[config.mk]
export PLATFORM = sky130hd
export DESIGN_NAME = fpu_cmd_sequencer_flat
export DESIGN_NICKNAME = d
export VERILOG_FILES = /design/src/rtl/fpu_cmd_sequencer_pkg.sv /design/src/rtl/fpu_cmd_sequencer_if.sv /design/src/rtl/fpu_cmd_sequencer_fifo.sv /design/src/rtl/fpu_cmd_sequencer.sv /design/src/flat_wrapper.sv
export SDC_FILE = /design/constraint.sdc
export NUM_CORES = 1
export LEC_CHECK = 0
export ABC_AREA = 0
export ABC_CLOCK_PERIOD_IN_PS = 3400
export BUFFER_PORTS_ARGS = -buffer_cell sky130_fd_sc_hd__buf_2
export CORE_MARGIN = 2
export CORE_UTILIZATION = 56
export CTS_BUF_LIST = sky130_fd_sc_hd__clkbuf_16
export DETAILED_ROUTE_END_ITERATION = 10
export PLACE_DENSITY = 0.79
export SYNTH_ARGS = -nofsm -noshare
export SYNTH_HDL_FRONTEND = slang
export SYNTH_SLANG_ARGS = --single-unit
export TNS_END_PERCENT = 1
[constraint.sdc]
create_clock -name i_clk -period 3.4 [get_ports i_clk]
set_input_delay 0.17 -clock i_clk [delete_from_list [all_inputs] [get_ports i_clk]]
set_output_delay 0.17 -clock i_clk [all_outputs]
set_load 0.005 [all_outputs]
[src/rtl/fpu_cmd_sequencer_pkg.sv]
// Shared types for the FPU command sequencer: command/response payloads and FSM states.
// Latency: n/a (types and constants only).
// Backpressure: n/a.
package fpu_pkg;

  localparam int FPU_SEL_W = 2;

  typedef struct packed {
    logic [31:0]          a;
    logic [31:0]          b;
    logic [FPU_SEL_W-1:0] sel;
    logic                 round;
  } fpu_cmd_t;

  typedef struct packed {
    logic [31:0] y;
    logic        error;
    logic        over_flow;
  } fpu_rsp_t;

  typedef enum logic [1:0] {IDLE, ISSUE, WAIT, RESP} state_e;

endpackage

[src/rtl/fpu_cmd_sequencer_if.sv]
// Bundles the command, FPU-side and response signals of the sequencer.
// Latency: n/a (wiring only).
// Backpressure: cmd_valid/cmd_ready on the command side, rsp_valid/rsp_ready on the response side.
interface fpu_cmd_sequencer_if;
  import fpu_pkg::*;

  // command side
  logic                 cmd_valid;
  logic                 cmd_ready;
  logic [31:0]          cmd_a;
  logic [31:0]          cmd_b;
  logic [FPU_SEL_W-1:0] cmd_sel;
  logic                 cmd_round;

  // FPU side
  logic [31:0]          fpu_A;
  logic [31:0]          fpu_B;
  logic [FPU_SEL_W-1:0] fpu_sel;
  logic                 fpu_round_mode;
  logic                 fpu_start;
  logic [31:0]          fpu_Y;
  logic                 fpu_error;
  logic                 fpu_over_flow;

  // response side
  logic                 rsp_valid;
  logic                 rsp_ready;
  logic [31:0]          rsp_y;
  logic                 rsp_error;
  logic                 rsp_over_flow;

  logic                 busy;

  // sequencer view
  modport slave (
    input  cmd_valid, cmd_a, cmd_b, cmd_sel, cmd_round,
    input  fpu_Y, fpu_error, fpu_over_flow,
    input  rsp_ready,
    output cmd_ready,
    output fpu_A, fpu_B, fpu_sel, fpu_round_mode, fpu_start,
    output rsp_valid, rsp_y, rsp_error, rsp_over_flow,
    output busy
  );

  // environment view (command source, FPU, response sink)
  modport master (
    output cmd_valid, cmd_a, cmd_b, cmd_sel, cmd_round,
    output fpu_Y, fpu_error, fpu_over_flow,
    output rsp_ready,
    input  cmd_ready,
    input  fpu_A, fpu_B, fpu_sel, fpu_round_mode, fpu_start,
    input  rsp_valid, rsp_y, rsp_error, rsp_over_flow,
    input  busy
  );

endinterface

[src/rtl/fpu_cmd_sequencer_fifo.sv]
// Synchronous command FIFO, DEPTH entries of fpu_cmd_t, head visible combinationally.
// Latency: a pushed entry is poppable the cycle after the push.
// Backpressure: pushes while full and pops while empty are ignored; no full-bypass.
module fpu_cmd_fifo
  import fpu_pkg::*;
#(
  parameter int DEPTH = 4
) (
  input  logic                       i_clk,
  input  logic                       i_reset,
  input  logic                       i_push,
  input  fpu_cmd_t                   i_push_dat,
  input  logic                       i_pop,
  output fpu_cmd_t                   o_pop_dat,
  output logic                       o_full,
  output logic                       o_empty,
  output logic [$clog2(DEPTH+1)-1:0] o_count
);

  localparam int AW = $clog2(DEPTH);
  localparam int CW = $clog2(DEPTH+1);
  localparam logic [CW-1:0] FULL_C = CW'(DEPTH);

  fpu_cmd_t        r_mem [DEPTH];
  logic [AW-1:0]   r_wr_ptr;
  logic [AW-1:0]   r_rd_ptr;
  logic [CW-1:0]   r_count;
  logic            w_push;
  logic            w_pop;

  assign o_full    = (r_count == FULL_C);
  assign o_empty   = (r_count == '0);
  assign o_count   = r_count;
  assign o_pop_dat = r_mem[r_rd_ptr];
  assign w_push    = i_push && !o_full;
  assign w_pop     = i_pop && !o_empty;

  // Pointers wrap naturally since DEPTH is a power of two; count tracks occupancy.
  always_ff @(posedge i_clk) begin
    if (i_reset) begin
      r_wr_ptr <= '0;
      r_rd_ptr <= '0;
      r_count  <= '0;
    end else begin
      if (w_push) r_wr_ptr <= r_wr_ptr + AW'(1);
      if (w_pop)  r_rd_ptr <= r_rd_ptr + AW'(1);
      case ({w_push, w_pop})
        2'b10:   r_count <= r_count + CW'(1);
        2'b01:   r_count <= r_count - CW'(1);
        default: r_count <= r_count;
      endcase
    end
  end

  // Storage carries no reset; an entry is only read after it has been written.
  always_ff @(posedge i_clk) begin
    if (w_push) r_mem[r_wr_ptr] <= i_push_dat;
  end

endmodule

[src/rtl/fpu_cmd_sequencer.sv]
// Feeds buffered commands to the FPU one at a time and returns each result on a valid/ready port.
// Latency: start pulse 2 cycles after an idle push; response valid LATENCY+1 cycles after the start pulse.
// Backpressure: cmd_ready = !full; a held response stalls further issue until rsp_ready.
module fpu_cmd_sequencer
  import fpu_pkg::*;
#(
  parameter int DEPTH   = 4,
  parameter int LATENCY = 4
) (
  input  logic                 i_clk,
  input  logic                 i_reset,
  fpu_cmd_sequencer_if.slave   bus
);

  localparam int CW    = $clog2(DEPTH+1);
  localparam int CNT_W = $clog2(LATENCY+1);
  localparam logic [CNT_W-1:0] LAT_C = CNT_W'(LATENCY);

  state_e           r_state;
  state_e           w_state_nxt;
  logic [CNT_W-1:0] r_cnt;
  fpu_cmd_t         r_op;
  fpu_rsp_t         r_rsp;

  fpu_cmd_t         w_push_dat;
  fpu_cmd_t         w_head;
  logic             w_push;
  logic             w_pop;
  logic             w_full;
  logic             w_empty;
  logic [CW-1:0]    w_count;

  assign w_push_dat.a     = bus.cmd_a;
  assign w_push_dat.b     = bus.cmd_b;
  assign w_push_dat.sel   = bus.cmd_sel;
  assign w_push_dat.round = bus.cmd_round;
  assign w_push           = bus.cmd_valid && !w_full;

  fpu_cmd_fifo #(.DEPTH(DEPTH)) u_fifo (
    .i_clk      (i_clk),
    .i_reset    (i_reset),
    .i_push     (w_push),
    .i_push_dat (w_push_dat),
    .i_pop      (w_pop),
    .o_pop_dat  (w_head),
    .o_full     (w_full),
    .o_empty    (w_empty),
    .o_count    (w_count)
  );

  // State register.
  always_ff @(posedge i_clk) begin
    if (i_reset) r_state <= IDLE;
    else         r_state <= w_state_nxt;
  end

  // Next state; the FIFO head is popped only on the IDLE->ISSUE transition.
  always_comb begin
    w_state_nxt = r_state;
    w_pop       = 1'b0;
    case (r_state)
      IDLE: begin
        if (!w_empty) begin
          w_state_nxt = ISSUE;
          w_pop       = 1'b1;
        end
      end
      ISSUE:   w_state_nxt = WAIT;
      WAIT:    if (r_cnt == LAT_C) w_state_nxt = RESP;
      RESP:    if (bus.rsp_ready) w_state_nxt = IDLE;
      default: w_state_nxt = IDLE;
    endcase
  end

  // Operand load at pop, latency count from the start pulse, result capture at the sample cycle.
  always_ff @(posedge i_clk) begin
    if (i_reset) begin
      r_cnt <= '0;
      r_op  <= '0;
      r_rsp <= '0;
    end else begin
      if (w_pop) r_op <= w_head;
      if (r_state == ISSUE) begin
        r_cnt <= CNT_W'(1);
      end else if (r_state == WAIT) begin
        if (r_cnt == LAT_C) begin
          r_rsp.y         <= bus.fpu_Y;
          r_rsp.error     <= bus.fpu_error;
          r_rsp.over_flow <= bus.fpu_over_flow;
        end else begin
          r_cnt <= r_cnt + CNT_W'(1);
        end
      end
    end
  end

  assign bus.cmd_ready      = !w_full;
  assign bus.fpu_A          = r_op.a;
  assign bus.fpu_B          = r_op.b;
  assign bus.fpu_sel        = r_op.sel;
  assign bus.fpu_round_mode = r_op.round;
  assign bus.fpu_start      = (r_state == ISSUE);
  assign bus.rsp_valid      = (r_state == RESP);
  assign bus.rsp_y          = r_rsp.y;
  assign bus.rsp_error      = r_rsp.error;
  assign bus.rsp_over_flow  = r_rsp.over_flow;
  assign bus.busy           = (r_state != IDLE) || (w_count != '0);

endmodule

[src/flat_wrapper.sv]
// flat-port wrapper written by rule: the top's interface ports become plain ports
module fpu_cmd_sequencer_flat import fpu_pkg::*;
#(
  parameter int DEPTH   = 4,
  parameter int LATENCY = 4
)
  (i_clk, i_reset, bus_cmd_valid, bus_cmd_a, bus_cmd_b, bus_cmd_sel, bus_cmd_round, bus_fpu_Y, bus_fpu_error, bus_fpu_over_flow, bus_rsp_ready, bus_cmd_ready, bus_fpu_A, bus_fpu_B, bus_fpu_sel, bus_fpu_round_mode, bus_fpu_start, bus_rsp_valid, bus_rsp_y, bus_rsp_error, bus_rsp_over_flow, bus_busy);
  fpu_cmd_sequencer_if bus_i ();
  input  logic i_clk;
  input  logic i_reset;
  input wire logic [$bits(bus_i.cmd_valid)-1:0] bus_cmd_valid;
  input wire logic [$bits(bus_i.cmd_a)-1:0] bus_cmd_a;
  input wire logic [$bits(bus_i.cmd_b)-1:0] bus_cmd_b;
  input wire logic [$bits(bus_i.cmd_sel)-1:0] bus_cmd_sel;
  input wire logic [$bits(bus_i.cmd_round)-1:0] bus_cmd_round;
  input wire logic [$bits(bus_i.fpu_Y)-1:0] bus_fpu_Y;
  input wire logic [$bits(bus_i.fpu_error)-1:0] bus_fpu_error;
  input wire logic [$bits(bus_i.fpu_over_flow)-1:0] bus_fpu_over_flow;
  input wire logic [$bits(bus_i.rsp_ready)-1:0] bus_rsp_ready;
  output wire logic [$bits(bus_i.cmd_ready)-1:0] bus_cmd_ready;
  output wire logic [$bits(bus_i.fpu_A)-1:0] bus_fpu_A;
  output wire logic [$bits(bus_i.fpu_B)-1:0] bus_fpu_B;
  output wire logic [$bits(bus_i.fpu_sel)-1:0] bus_fpu_sel;
  output wire logic [$bits(bus_i.fpu_round_mode)-1:0] bus_fpu_round_mode;
  output wire logic [$bits(bus_i.fpu_start)-1:0] bus_fpu_start;
  output wire logic [$bits(bus_i.rsp_valid)-1:0] bus_rsp_valid;
  output wire logic [$bits(bus_i.rsp_y)-1:0] bus_rsp_y;
  output wire logic [$bits(bus_i.rsp_error)-1:0] bus_rsp_error;
  output wire logic [$bits(bus_i.rsp_over_flow)-1:0] bus_rsp_over_flow;
  output wire logic [$bits(bus_i.busy)-1:0] bus_busy;
  assign bus_i.cmd_valid = bus_cmd_valid;
  assign bus_i.cmd_a = bus_cmd_a;
  assign bus_i.cmd_b = bus_cmd_b;
  assign bus_i.cmd_sel = bus_cmd_sel;
  assign bus_i.cmd_round = bus_cmd_round;
  assign bus_i.fpu_Y = bus_fpu_Y;
  assign bus_i.fpu_error = bus_fpu_error;
  assign bus_i.fpu_over_flow = bus_fpu_over_flow;
  assign bus_i.rsp_ready = bus_rsp_ready;
  assign bus_cmd_ready = bus_i.cmd_ready;
  assign bus_fpu_A = bus_i.fpu_A;
  assign bus_fpu_B = bus_i.fpu_B;
  assign bus_fpu_sel = bus_i.fpu_sel;
  assign bus_fpu_round_mode = bus_i.fpu_round_mode;
  assign bus_fpu_start = bus_i.fpu_start;
  assign bus_rsp_valid = bus_i.rsp_valid;
  assign bus_rsp_y = bus_i.rsp_y;
  assign bus_rsp_error = bus_i.rsp_error;
  assign bus_rsp_over_flow = bus_i.rsp_over_flow;
  assign bus_busy = bus_i.busy;
  fpu_cmd_sequencer #(.DEPTH(DEPTH), .LATENCY(LATENCY)) u_core (.i_clk(i_clk), .i_reset(i_reset), .bus(bus_i));
endmodule
After elaboration in Yosys (flattened, before gate mapping)

Memory sizes are Yosys's and may differ from the RTL's. A register that Yosys moved wholly into a read port is not among the register bits.
Cells that the tools add are included.

Flip-flop bits (word level): 46
RAM bits: 268
Input bits: 105
Output and inout bits: 105
Word-level logic and storage cells: 57
Memories: 1

Add/sub/neg operators: 5
Equal/unequal tests: 11
Mux-type cells: 12
Bitwise gates (word level): 2
Reduce and logical (&&, ||, !) cells: 17

Memories:

| memory              | depth | bits a word | read ports | clocked after Yosys merged registers in | wr ports | RTL line                     | text |
|---|---|---|---|---|---|---|---|
| u_core.u_fifo.r_mem | 4     | 67          | 1          | 1                                       | 1        | fpu_cmd_sequencer_fifo.sv:24 | `fpu_cmd_t r_mem [DEPTH];` |

Operator list:

| kind                | number |
|---|---|
| $ne 2x2->1 const B  | 4 |
| $pmux 2 s4          | 1 |
| $mux 1              | 7 |
| $add 3x1->3 const B | 2 |
| $eq 2x2->1 const B  | 3 |
| $eq 3x3->1 const B  | 2 |
| $mux 2              | 3 |
| $pmux 3 s2          | 1 |
| $reduce_and 3->1    | 2 |
| $reduce_bool 2->1   | 3 |
| $add 2x1->2 const B | 2 |
| $eq 2x1->1 const B  | 2 |
| $reduce_and 2->1    | 2 |
| $logic_and 1x1->1   | 3 |
| $logic_not 3->1     | 1 |
| $reduce_bool 3->1   | 1 |
| $sub 3x1->3 const B | 1 |
| $logic_not 1->1     | 2 |
| $logic_not 2->1     | 1 |
| $not 1->1           | 2 |
| $reduce_or 2->1     | 1 |
| $logic_or 1x1->1    | 1 |

Longest topological paths before layout

Gate-level depths: netlist of run 1.

Depth after elaboration: 6
Depth in mapped cells: 8
Depth with buffers taken out: 8

Modules after synthesis

Synthesis of run 1 repeated with hierarchy kept, for this count alone.

Cells, all modules: 887
Area total of the unflattened synthesis: 14071.0 µm²

By module, submodules not included:

| module            | times used | cells each | area an instance (µm²) | sequential area each (µm²) |
|---|---|---|---|---|
| fpu_cmd_fifo      | 1          | 404        | 10172.3                | 8227.9 |
| fpu_cmd_sequencer | 1          | 483        | 3898.7                 | 2122.0 |

Least setup slack after synthesis of run 1

No wires, ideal clock.

Kind: reg2reg
Start point: register u_core.u_fifo.r_count[0], in the netlist u_core.u_fifo.o_count[0]
End point: memory u_core.u_fifo.r_mem[0][0] in the netlist's numbering, enable pin
Library setup time: 433 ps
Arrival: 2469 ps
Data required time: 2967 ps
Path slack: 498 ps
Cell stages (with the launch flop): 4
Path buffers: 1
Period minus slack after synthesis: 2902 ps
Path through: dfxtp_1 > or3b_2 > clkbuf_1 > and3_1

Cells in the longest elaborated chain, start to end: 6

Ends and longest elaborated chain:

| element                        | RTL line                     | text |
|---|---|---|
| start: declaration             | fpu_cmd_sequencer_fifo.sv:27 | `logic [CW-1:0] r_count;` |
| start signal: assignment       | fpu_cmd_sequencer_fifo.sv:48 | `2'b10: r_count <= r_count + CW'(1);` |
| start signal: assignment       | fpu_cmd_sequencer_fifo.sv:49 | `2'b01: r_count <= r_count - CW'(1);` |
| start signal: assignment       | fpu_cmd_sequencer_fifo.sv:50 | `default: r_count <= r_count;` |
| $eq 3x3->1 *                   | fpu_cmd_sequencer_fifo.sv:31 | `assign o_full = (r_count == FULL_C);` |
| $logic_not 1->1 *              | --                           |  |
| net bus_cmd_ready              | flat_wrapper.sv:20           | `output wire logic [$bits(bus_i.cmd_ready)-1:0] bus_cmd_ready;` |
| $logic_and 1x1->1              | fpu_cmd_sequencer.sv:37      | `assign w_push = bus.cmd_valid && !w_full;` |
| $logic_and 1x1->1 *            | fpu_cmd_sequencer_fifo.sv:35 | `assign w_push = i_push && !o_full;` |
| $mux 1 *                       | fpu_cmd_sequencer_fifo.sv:57 | `if (w_push) r_mem[r_wr_ptr] <= i_push_dat;` |
| $mux 1 (implied by the code) * | fpu_cmd_sequencer_fifo.sv:57 |  |
| end: declaration               | fpu_cmd_sequencer_fifo.sv:24 |  |

The timed path passes the listed nets; every way through them passes the cells marked *.

Worst setup path after layout of run 1

Start point: register u_core.r_state[0]
End point: register, netlist name u_core.bus.fpu_A[0]

Cells in the longest elaborated chain, start to end: 2

Ends and longest elaborated chain:

| element                  | RTL line                     | text |
|---|---|---|
| start: declaration       | fpu_cmd_sequencer.sv:19      | `state_e r_state;` |
| start signal: assignment | fpu_cmd_sequencer.sv:54      | `else r_state <= w_state_nxt;` |
| $logic_not 2->1          | fpu_cmd_sequencer.sv:61      | `case (r_state)` |
| $mux 1                   | fpu_cmd_sequencer.sv:61      |  |
| net u_core.u_fifo.i_pop  | fpu_cmd_sequencer_fifo.sv:13 | `input logic i_pop,` |

The timed path passes the listed nets, and every way through them passes these cells.
A chain may end at the register's enable or synchronous reset.

==> results of run 1 <==
## repair_timing
action,in CTS,in global routing
hold buffers,103,0
endpoints found under the hold margin,305,0
buffers inserted,0,0
## through the flow
step | hold slack (ns) | cells | total power [mW] | util | setup slack (ns)
2_1_floorplan | 0.269 | 733 | 7.88 | - | 0.498
3_3_place_gp | 0.385 | 1230 | 8.75 | 0.635 | 1.04
3_5_place_dp | 0.388 | 1230 | 8.83 | 0.635 | 0.948
4_1_cts | 0.0748 | 1401 | 12.8 | 0.728 | 0.942
5_1_grt | 0.147 | 1401 | 13.2 | 0.728 | 0.795
6_report | 0.0890 | 1401 | 12.7 | 0.728 | 0.978
## cell usage in the layout (no fill, tap or decap), drive strengths merged
master         n
dlygate4sd3  103
o31a           1
mux4          67
a21boi         1
and3           5
nor2           6
o21ai          2
buf          223
ha            12
nand3          2
o21a           1
nand4b         1
bufinv         1
nor3b          1
nand2         71
fa             1
dfxtp        113
mux2i          2
edfxtp       268
inv           22
clkinv        13
and4b          1
nor3           1
a22o          67
or3b           1
a211oi         1
or3            2
a221oi         1
nor4b          1
nor2b          1
xnor2          2
clkbuf        41
a21o           2
a21oi         38
nor4           1
and2           1
xor2           2
o311ai         2
o41ai          1
## area by class of cell
class / count / area, um^2 / area share
clock buffers: 41 / 1030 / 0.0597
clock inverters: 27 / 134 / 0.00779
inverters: 9 / 33.8 / 0.00196
multi-input cells: 298 / 3040 / 0.177
flip-flops and latches: 381 / 10300 / 0.600
well taps: 319 / 399 / 0.0232
repair buffers: 326 / 2240 / 0.131
## cell families (layout without fill, tap and decap cells)
kind of cell	after synthesis	in the layout
fa+ha+maj	13	13
compound gates	117	117
buf+inv	54	403
mux	69	69
simple gates	95	95
xor+xnor	4	4
flops	381	381
## path summary, 6_finish.rpt
path | cells after the start | slack [ns] | end
hold reg to reg | 2 | 0.45 | u_core.bus.rsp_over_flow$_SDFFE_PP0P_
hold / removal | 4 | 0.09 | u_core.r_state[0]$_SDFFE_PP0P_
setup / recovery | 6 | 0.98 | u_core.bus.fpu_A[0]$_SDFFE_PP0P_
setup reg to reg | 6 | 0.98 | u_core.bus.fpu_A[0]$_SDFFE_PP0P_
## power groups by stage
stage	Combinational, mW	Clock, mW	Sequential (mW)
after floorplan	1.88	0	6.00
after global placement	2.54	0	6.21
after detailed placement	2.60	0	6.23
after CTS	2.71	3.93	6.15
after global routing	2.91	4.10	6.23
final	2.67	3.85	6.14
## flip-flops by register name, indices dropped and copies added (netlist names)
register	count
u_core.u_fifo.o_count	3
u_core.bus.rsp_error	1
u_core.r_state	2
u_core.r_cnt	3
u_core.bus.rsp_y	32
u_core.bus.rsp_over_flow	1
u_core.bus.fpu_B	32
u_core.bus.fpu_A	32
u_core.bus.fpu_round_mode	1
u_core.bus.fpu_sel	2
u_core.u_fifo.r_rd_ptr	2
u_core.u_fifo.r_wr_ptr	2
u_core.u_fifo.r_mem	268
## metal layers
| layer | up-vias | part of all wire | global-route usage |
|---|---|---|---|
| met1 | 3854 | 0.41 | 0.287 |
| met5 | - | 0 | 0 |
| met3 | 54 | 0.062 | 0.0387 |
| li1 | 3537 | - | - |
| met2 | 281 | 0.51 | 0.375 |
| met4 | 0 | 0.024 | 0.0736 |
## critical path, cell delays in order (launching register included)
cell,delay (ns)
dfxtp_1,0.32
inv_1,0.12
ha_1,0.20
o31a_1,0.29
and2_2,0.77
buf_4,0.46
a22o_1,0.19
==> results_dict.tcl, run 1 <==
set metrics [dict create \
    status "finished clean" \
    htreeDepth 2 \
    maxCapViolCount 0 \
    yosys-top-cells-area "edfxtp_1, dfxtp_1, mux4_2" \
    worstSetupPathType "reg2reg" \
    synthFlopType "edfxtp_1" \
    netlist.area_leader.share 0.592 \
    start_kind "flop" \
    diodes 0 \
    drtPass1Iterations 5 \
    p_leak_nw 6.37 \
    cts_tree "done" \
    fin_nets 1172 \
    swShare 0.262 \
    drv_slew 0 \
    clkSinkCount 381 \
    grt_overflow 0 \
    syn_area_um2 13600 \
    routed_via_density 5.51 \
    die_area_um2 25500 \
    fin_crit_ns 2.42 \
    reg2reg_from "u_core.r_state[0]$_SDFFE_PP0P_" \
    synthCells 733 \
    ys_ff_latch 381 \
    power_frac_comb 0.211 \
    cellPowerDensity_nw_per_um2 736 \
    final_antenna_net_count 0 \
    finalCritPeriodShare 0.712 \
    postPlaceCellArea_um2 15000 \
    grt.total_usage 0.219 \
    crit_arrival_ns 2.87 \
    worstHoldStart "bus_rsp_ready" \
    dp.final_hpwl_um 15800 \
    drt_iter0_drc 618 \
    synth_top_family_by_area "multiplexers" \
    grt_max_degree 69 \
    fmax_mhz 413 \
    core_um2 23600 \
    critPathCaptureType "flop" \
    ys.warnings.count 0 \
    synth_nets 851 \
    grt_pass1_vias 7943 \
    clock_path_buffers 3 \
    area_delta_synth_final_pct 26.6 \
    clk_latency_ns 0.52 \
    row_count 56 \
    cp.required_ns 3.85 \
    drc 0 \
    rsz0062_at_grt "false" \
    clkTransAtPathRegs_ns 0.06 \
    synth_edf_count 268 \
    drive_gt1_frac 0.317 \
    grt_antenna_before_repair 0 \
    numPortBuffers 209 \
    setup_viol 0 \
    maxSlewHeadroom 0.279 \
    cts_made_buffers 38 \
    cts_root_buffer "clkbuf_16" \
    synthAdderAreaFrac 0.0125 \
    crit_fanout 41 \
    synth-xor-area-share 0.00258 \
    synth-simple-area-share 0.0302 \
    start_util 0.575 \
    synthDistinctLibCells 39 \
    grt_pass1_wl_um 43400 \
    ir_worst_vdd_mv 0.468 \
    chipHeight_um 160 \
    post_cts_resized 0 \
    nFillCells 1455 \
    drt_wl_total_um 27700 \
    tns_ns 0 \
    muxShareOfSynthArea 0.113 \
    ys_seq_area_frac 0.759 \
    worst_pin_slew_ns 1.08 \
    finClkSkew_ns 0.0188 \
    stdcell_area_um2 17200 \
    synth_top_cells_by_count "edfxtp_1, dfxtp_1, nand2_1" \
    wire_per_inst_um 19.8 \
    synth.most_common_cell "edfxtp_1" \
    critPathLaunch "u_core.r_state[0]$_SDFFE_PP0P_" \
    synthArstFlopShare 0 \
    num_vias 7726 \
    p_clk_frac 0.304 \
    synth.avg_cell_area_um2 18.5 \
    hold_class "in2reg" \
    gp_congestion 0.756 \
    io_pins 210 \
    synth.largest_area_cell "edfxtp_1" \
    power_frac_seq 0.485 \
    synth_compound_area_frac 0.0639 \
    die_x_um 160 \
    power.internal_mw 9.34 \
    power_switching_mw 3.32 \
    hold_viol 0 \
]
No activity file was read; power rests on OpenSTA's default activity.
==> run 2: changes to the inputs <==
--- a/config.mk
+++ b/config.mk
@@ -6,7 +6,7 @@
 export NUM_CORES = 1
 export LEC_CHECK = 0
 export ABC_AREA = 0
-export ABC_CLOCK_PERIOD_IN_PS = 3400
+export ABC_CLOCK_PERIOD_IN_PS = 2350
 export BUFFER_PORTS_ARGS = -buffer_cell sky130_fd_sc_hd__buf_2
 export CORE_MARGIN = 2
 export CORE_UTILIZATION = 56
==> constraint.sdc (replaced) <==
create_clock -name i_clk -period 2.35 [get_ports i_clk]
set_input_delay 0.1175 -clock i_clk [delete_from_list [all_inputs] [get_ports i_clk]]
set_output_delay 0.1175 -clock i_clk [all_outputs]
set_load 0.005 [all_outputs]
==> results_dict.tcl, run 2 (synthesis gave the netlist of run 1 again) <==
set metrics [dict create \
    status "finished clean" \
    start_util 0.575 \
    chipHeight_um 160 \
    grt_max_degree 68 \
    die_area_um2 25500 \
    drc 0 \
    die_x_um 160 \
    critical_path.top_delay_family "adder cells" \
    crit_fanout 4 \
    postPlaceCellArea_um2 15000 \
    row_count 56 \
    numPortBuffers 209 \
    dp.final_hpwl_um 14900 \
    grt_pass1_vias 8344 \
    grt_overflow 0 \
    drive_gt1_frac 0.327 \
    finClkSkew_ns 0.0150 \
    stdcell_area_um2 17300 \
    p_leak_nw 6.40 \
    finalCritPeriodShare 0.927 \
    ir_worst_vdd_mv 0.682 \
    setup_viol 0 \
    cp.required_ns 2.78 \
    power_switching_mw 4.93 \
    grt.total_usage 0.219 \
    regMostFlops "u_core.u_fifo.r_mem" \
    cpPeakStageDelay_ns 0.44 \
    io_pins 210 \
    hold_depth 4 \
    crit_arrival_ns 2.61 \
    clkSinkCount 381 \
    layout_commonest_cell "edfxtp_1" \
    final_cell_mix "edfxtp_1, buf_2, dfxtp_1, dlygate4sd3_1, nand2_1" \
    clkTransAtPathRegs_ns 0.06 \
    fin_crit_ns 2.18 \
    cp_cell_sequence "inv_1 -> ha_1 -> o31a_1 -> ha_2 -> fa_1 -> xnor2_1 -> or3_1 -> a21oi_1" \
    gp_congestion 0.759 \
    cts_tree "done" \
    hold_viol 0 \
    r2r_cells 8 \
    maxCapViolCount 0 \
    hold_class "in2reg" \
    drt_iter0_drc 647 \
    wire_per_inst_um 19.9 \
    power_frac_comb 0.222 \
    crit_cells 8 \
    final_antenna_net_count 0 \
    clk_latency_ns 0.51 \
    clock_path_buffers 3 \
    htreeDepth 2 \
    start_kind "flop" \
    maxSlewHeadroom 0.294 \
    drv_slew 0 \
    worstSetupPathType "reg2reg" \
    num_vias 7764 \
    drt_wl_total_um 27900 \
    cellPowerDensity_nw_per_um2 1100 \
    cpMaxStageDelayCell "fa_1" \
    power.internal_mw 14.0 \
    cts_made_buffers 39 \
    diodes 0 \
    fmax_mhz 459 \
    worst_pin_slew_ns 1.06 \
    fin_nets 1172 \
    p_clk_frac 0.324 \
    drtPass1Iterations 5 \
    timing.hold.ws_ns 0.0829 \
    grt_pass1_wl_um 43900 \
    rsz0062_at_grt "false" \
    critPathCaptureType "flop" \
    largest_reg_flops 268 \
    core_um2 23600 \
    power_frac_seq 0.454 \
    area_delta_synth_final_pct 27.3 \
    routed_via_density 5.53 \
    swShare 0.260 \
    cp_num_buf_inv 1 \
    post-cts-setup-buffers 0 \
    cts_root_buffer "clkbuf_16" \
    grt_antenna_before_repair 0 \
]
[run 2: changes by cell type in the layout (fill, tap and decap cells not counted)]
cell,change
inv_1,-8
clkinv_2,+7
bufinv_16,+4
buf_12,-2
buf_4,+1
ha_1,-1
ha_2,+1
or3b_2,-1
or3b_4,+1
[run 2: final timing paths]
path / from / endpoint / slack (ns)
worst max-delay path: u_core.r_state[0]$_SDFFE_PP0P_ / u_core.u_fifo.o_count[2]$_SDFFE_PP0P_ / 0.17
worst min-delay path: bus_rsp_ready / u_core.r_state[0]$_SDFFE_PP0P_ / 0.08
worst min register to register: u_core.bus.rsp_y[0]$_SDFFE_PP0P_ / u_core.bus.rsp_y[0]$_SDFFE_PP0P_ / 0.45
worst max register to register: u_core.r_state[0]$_SDFFE_PP0P_ / u_core.u_fifo.o_count[2]$_SDFFE_PP0P_ / 0.17
[run 2: power groups by stage]
| stage | logic [mW] | clock network [mW] | registers, mW |
|---|---|---|---|
| finish | 4.21 | 6.14 | 8.62 |
| global route | 4.58 | 6.51 | 8.71 |
| CTS | 4.24 | 6.24 | 8.61 |
| detailed placement | 4.09 | 0 | 8.75 |
| global placement | 3.99 | 0 | 8.70 |
| floorplan | 2.73 | 0 | 8.67 |
[run 2: repair_timing]
| action | CTS | global route |
|---|---|---|
| gates resized for setup | 0 | 2 |
| setup endpoints to repair | 0 | 1 |
| endpoints found under the hold margin | 310 | 0 |
| hold buffers | 103 | 0 |
[run 2: layout make-up]
class                      instances  area, um^2
timing repair buffer             325        2210
inverter                           9        33.8
sequential                       381       10300
clock buffer                      41        1030
fill                            1408        6320
multi-input combinational        298        3050
tap                              319         399
clock inverter                    30         259
[run 2: worst min-delay path, stage by stage]
cell      delay (ns)
buf_2           0.08
nor2b_1         0.07
nor4_1          0.18
a211oi_1        0.08
[run 2: routing by layer]
layer / vias up / track usage / wire [um]
li1: 3535 / - / -
met1: 3909 / 0.274 / 11400
met2: 265 / 0.391 / 14300
met3: 55 / 0.0434 / 1590
met4: 0 / 0.0612 / 611
met5: - / 0 / 0
[run 2: through the flow]
step                power, mW  cells  TNS [ns]  utilization  setup slack [ns]
floorplan                11.4    733   -110.86            -            -0.552
global placement         12.7   1229         0        0.634             0.245
detailed placement       12.8   1229         0        0.634             0.174
CTS                      19.1   1403         0        0.732             0.135
global route             19.8   1403         0        0.732            0.0245
finish                   19.0   1403         0        0.732             0.172
==> run 3: changes to the inputs <==
--- a/config.mk
+++ b/config.mk
@@ -6,9 +6,8 @@
 export NUM_CORES = 1
 export LEC_CHECK = 0
 export ABC_AREA = 0
-export ABC_CLOCK_PERIOD_IN_PS = 2350
+export ABC_CLOCK_PERIOD_IN_PS = 2400
 export BUFFER_PORTS_ARGS = -buffer_cell sky130_fd_sc_hd__buf_2
-export CORE_MARGIN = 2
 export CORE_UTILIZATION = 56
 export CTS_BUF_LIST = sky130_fd_sc_hd__clkbuf_16
 export DETAILED_ROUTE_END_ITERATION = 10
==> constraint.sdc (replaced) <==
create_clock -name i_clk -period 2.4 [get_ports i_clk]
set_input_delay 0.12 -clock i_clk [delete_from_list [all_inputs] [get_ports i_clk]]
set_output_delay 0.12 -clock i_clk [all_outputs]
set_load 0.005 [all_outputs]
==> results_dict.tcl, run 3 (synthesis gave the netlist of run 1 again) <==
set metrics [dict create \
    status "finished clean" \
    final_antenna_net_count 0 \
    clk_latency_ns 0.52 \
    area_delta_synth_final_pct 27.4 \
    cts_root_buffer "clkbuf_16" \
    hold_class "in2reg" \
    fmax_mhz 446 \
    stdcell_area_um2 17300 \
    grt_util_met3 0.0438 \
    cpMaxStageDelayCell "fa_1" \
    drt_wl_total_um 27900 \
    drtPass1Iterations 5 \
    numPortBuffers 209 \
    start_util 0.575 \
    timing.hold.ws_ns 0.113 \
    drc 0 \
    preCtsSetupSlack_ns 0.166 \
    setup_viol 0 \
    maxCapViolCount 0 \
    fin_crit_ns 2.24 \
    nFillCells 1394 \
    die_x_um 158 \
    cp.required_ns 2.84 \
    dp.final_hpwl_um 16200 \
    crit_fanout 4 \
    chipHeight_um 158 \
    cp_num_buf_inv 1 \
    final_cell_mix "edfxtp_1, buf_2, dfxtp_1, dlygate4sd3_1, nand2_1" \
    tns_ns 0 \
    postPlaceCellArea_um2 15100 \
    cpPeakStageDelay_ns 0.44 \
    cp_cell_sequence "inv_1 -> ha_1 -> o31a_1 -> ha_1 -> fa_1 -> xnor2_1 -> or3_1 -> a21oi_1" \
    drive_gt1_frac 0.327 \
    hold_viol 0 \
    p_leak_nw 6.41 \
    row_count 56 \
    finalNonFillerCells 1408 \
    layout_commonest_cell "edfxtp_1" \
    clock_path_buffers 3 \
    critical_path.top_delay_family "adder cells" \
    regMostFlops "u_core.u_fifo.r_mem" \
    wire_per_inst_um 19.8 \
    fin_util 0.733 \
    die_area_um2 24900 \
    finClkSkew_ns 0.0224 \
    cts_made_buffers 37 \
    grt_overflow 0 \
    clkSinkCount 381 \
    cts_tree "done" \
    rsz0062_at_grt "false" \
    fin_ws_ns 0.158 \
    core_um2 23600 \
    place_inst 1236 \
    io_pins 210 \
    htreeDepth 2 \
    grt_pass1_vias 7899 \
    grt_pass1_wl_um 42300 \
    cellPowerDensity_nw_per_um2 1050 \
    total_power_mw 18.1 \
    clkTransAtPathRegs_ns 0.06 \
    routed_via_density 5.51 \
    met1_usage 0.290 \
    gp_congestion 0.721 \
    post-cts-setup-buffers 0 \
    start_kind "flop" \
    grt_max_degree 60 \
    drv_slew 0 \
    largest_reg_flops 268 \
    grt.total_usage 0.227 \
    worst_pin_slew_ns 0.792 \
    use_met2 0.387 \
    post_cts_resized 0 \
    grt_antenna_before_repair 1 \
    ir_worst_vdd_mv 0.618 \
    maxSlewHeadroom 0.465 \
    worstSetupPathType "reg2reg" \
    cp_common_cell "ha_1" \
    top_usage_layer "met2" \
    finalCritPeriodShare 0.934 \
    num_vias 7755 \
    critPathCaptureType "flop" \
    drt_iter0_drc 602 \
    fin_nets 1177 \
    crit_arrival_ns 2.68 \
]
run 3: final timing paths:
path	cells past startpoint	start	endpoint	slack [ns]
max	8	u_core.r_state[0]$_SDFFE_PP0P_	u_core.u_fifo.o_count[2]$_SDFFE_PP0P_	0.16
min	3	bus_rsp_ready	u_core.r_state[1]$_SDFFE_PP0P_	0.11
max reg2reg	8	u_core.r_state[0]$_SDFFE_PP0P_	u_core.u_fifo.o_count[2]$_SDFFE_PP0P_	0.16
min reg2reg	2	u_core.bus.rsp_y[2]$_SDFFE_PP0P_	u_core.bus.rsp_y[2]$_SDFFE_PP0P_	0.45
run 3: area by class of cell:
class | instances | area (um^2) | share of cell area
Multi-Input combinational cell | 298 | 3040 | 0.176
Clock inverter | 30 | 236 | 0.0137
Sequential cell | 381 | 10300 | 0.596
Clock buffer | 37 | 926 | 0.0535
Tap cell | 319 | 399 | 0.0231
Antenna cell | 2 | 5.00 | 0.000289
Timing Repair Buffer | 332 | 2350 | 0.136
Inverter | 9 | 33.8 | 0.00195
run 3: power breakdown:
group          internal (mW)  switching [mW]
clock                   3.24            2.31
combinational           2.13            1.98
sequential              8.00           0.448
total                   13.4            4.74
run 3: repair_timing:
action	4_1_cts	5_1_grt
setup endpoints to repair	0	0
hold buffers	103	0
hold endpoints to repair	310	0
run 3: routing by layer:
layer / vias up / share of wire / wire length [um]
met5: - / 0 / 0
met2: 270 / 0.51 / 14300
met3: 70 / 0.050 / 1390
met4: 0 / 0.027 / 760
met1: 3863 / 0.41 / 11400
li1: 3552 / - / -
run 3: worst register-to-register path: cells and delay by family, from the launching register on:
family,cells,cell delay [ns]
adders and majority gates,3,0.94
DFF,1,0.35
AOI/OAI and AO/OA,2,0.33
and+or+nand+nor,1,0.31
xor gates and xnor gates,1,0.15
buffers and inverters,1,0.10
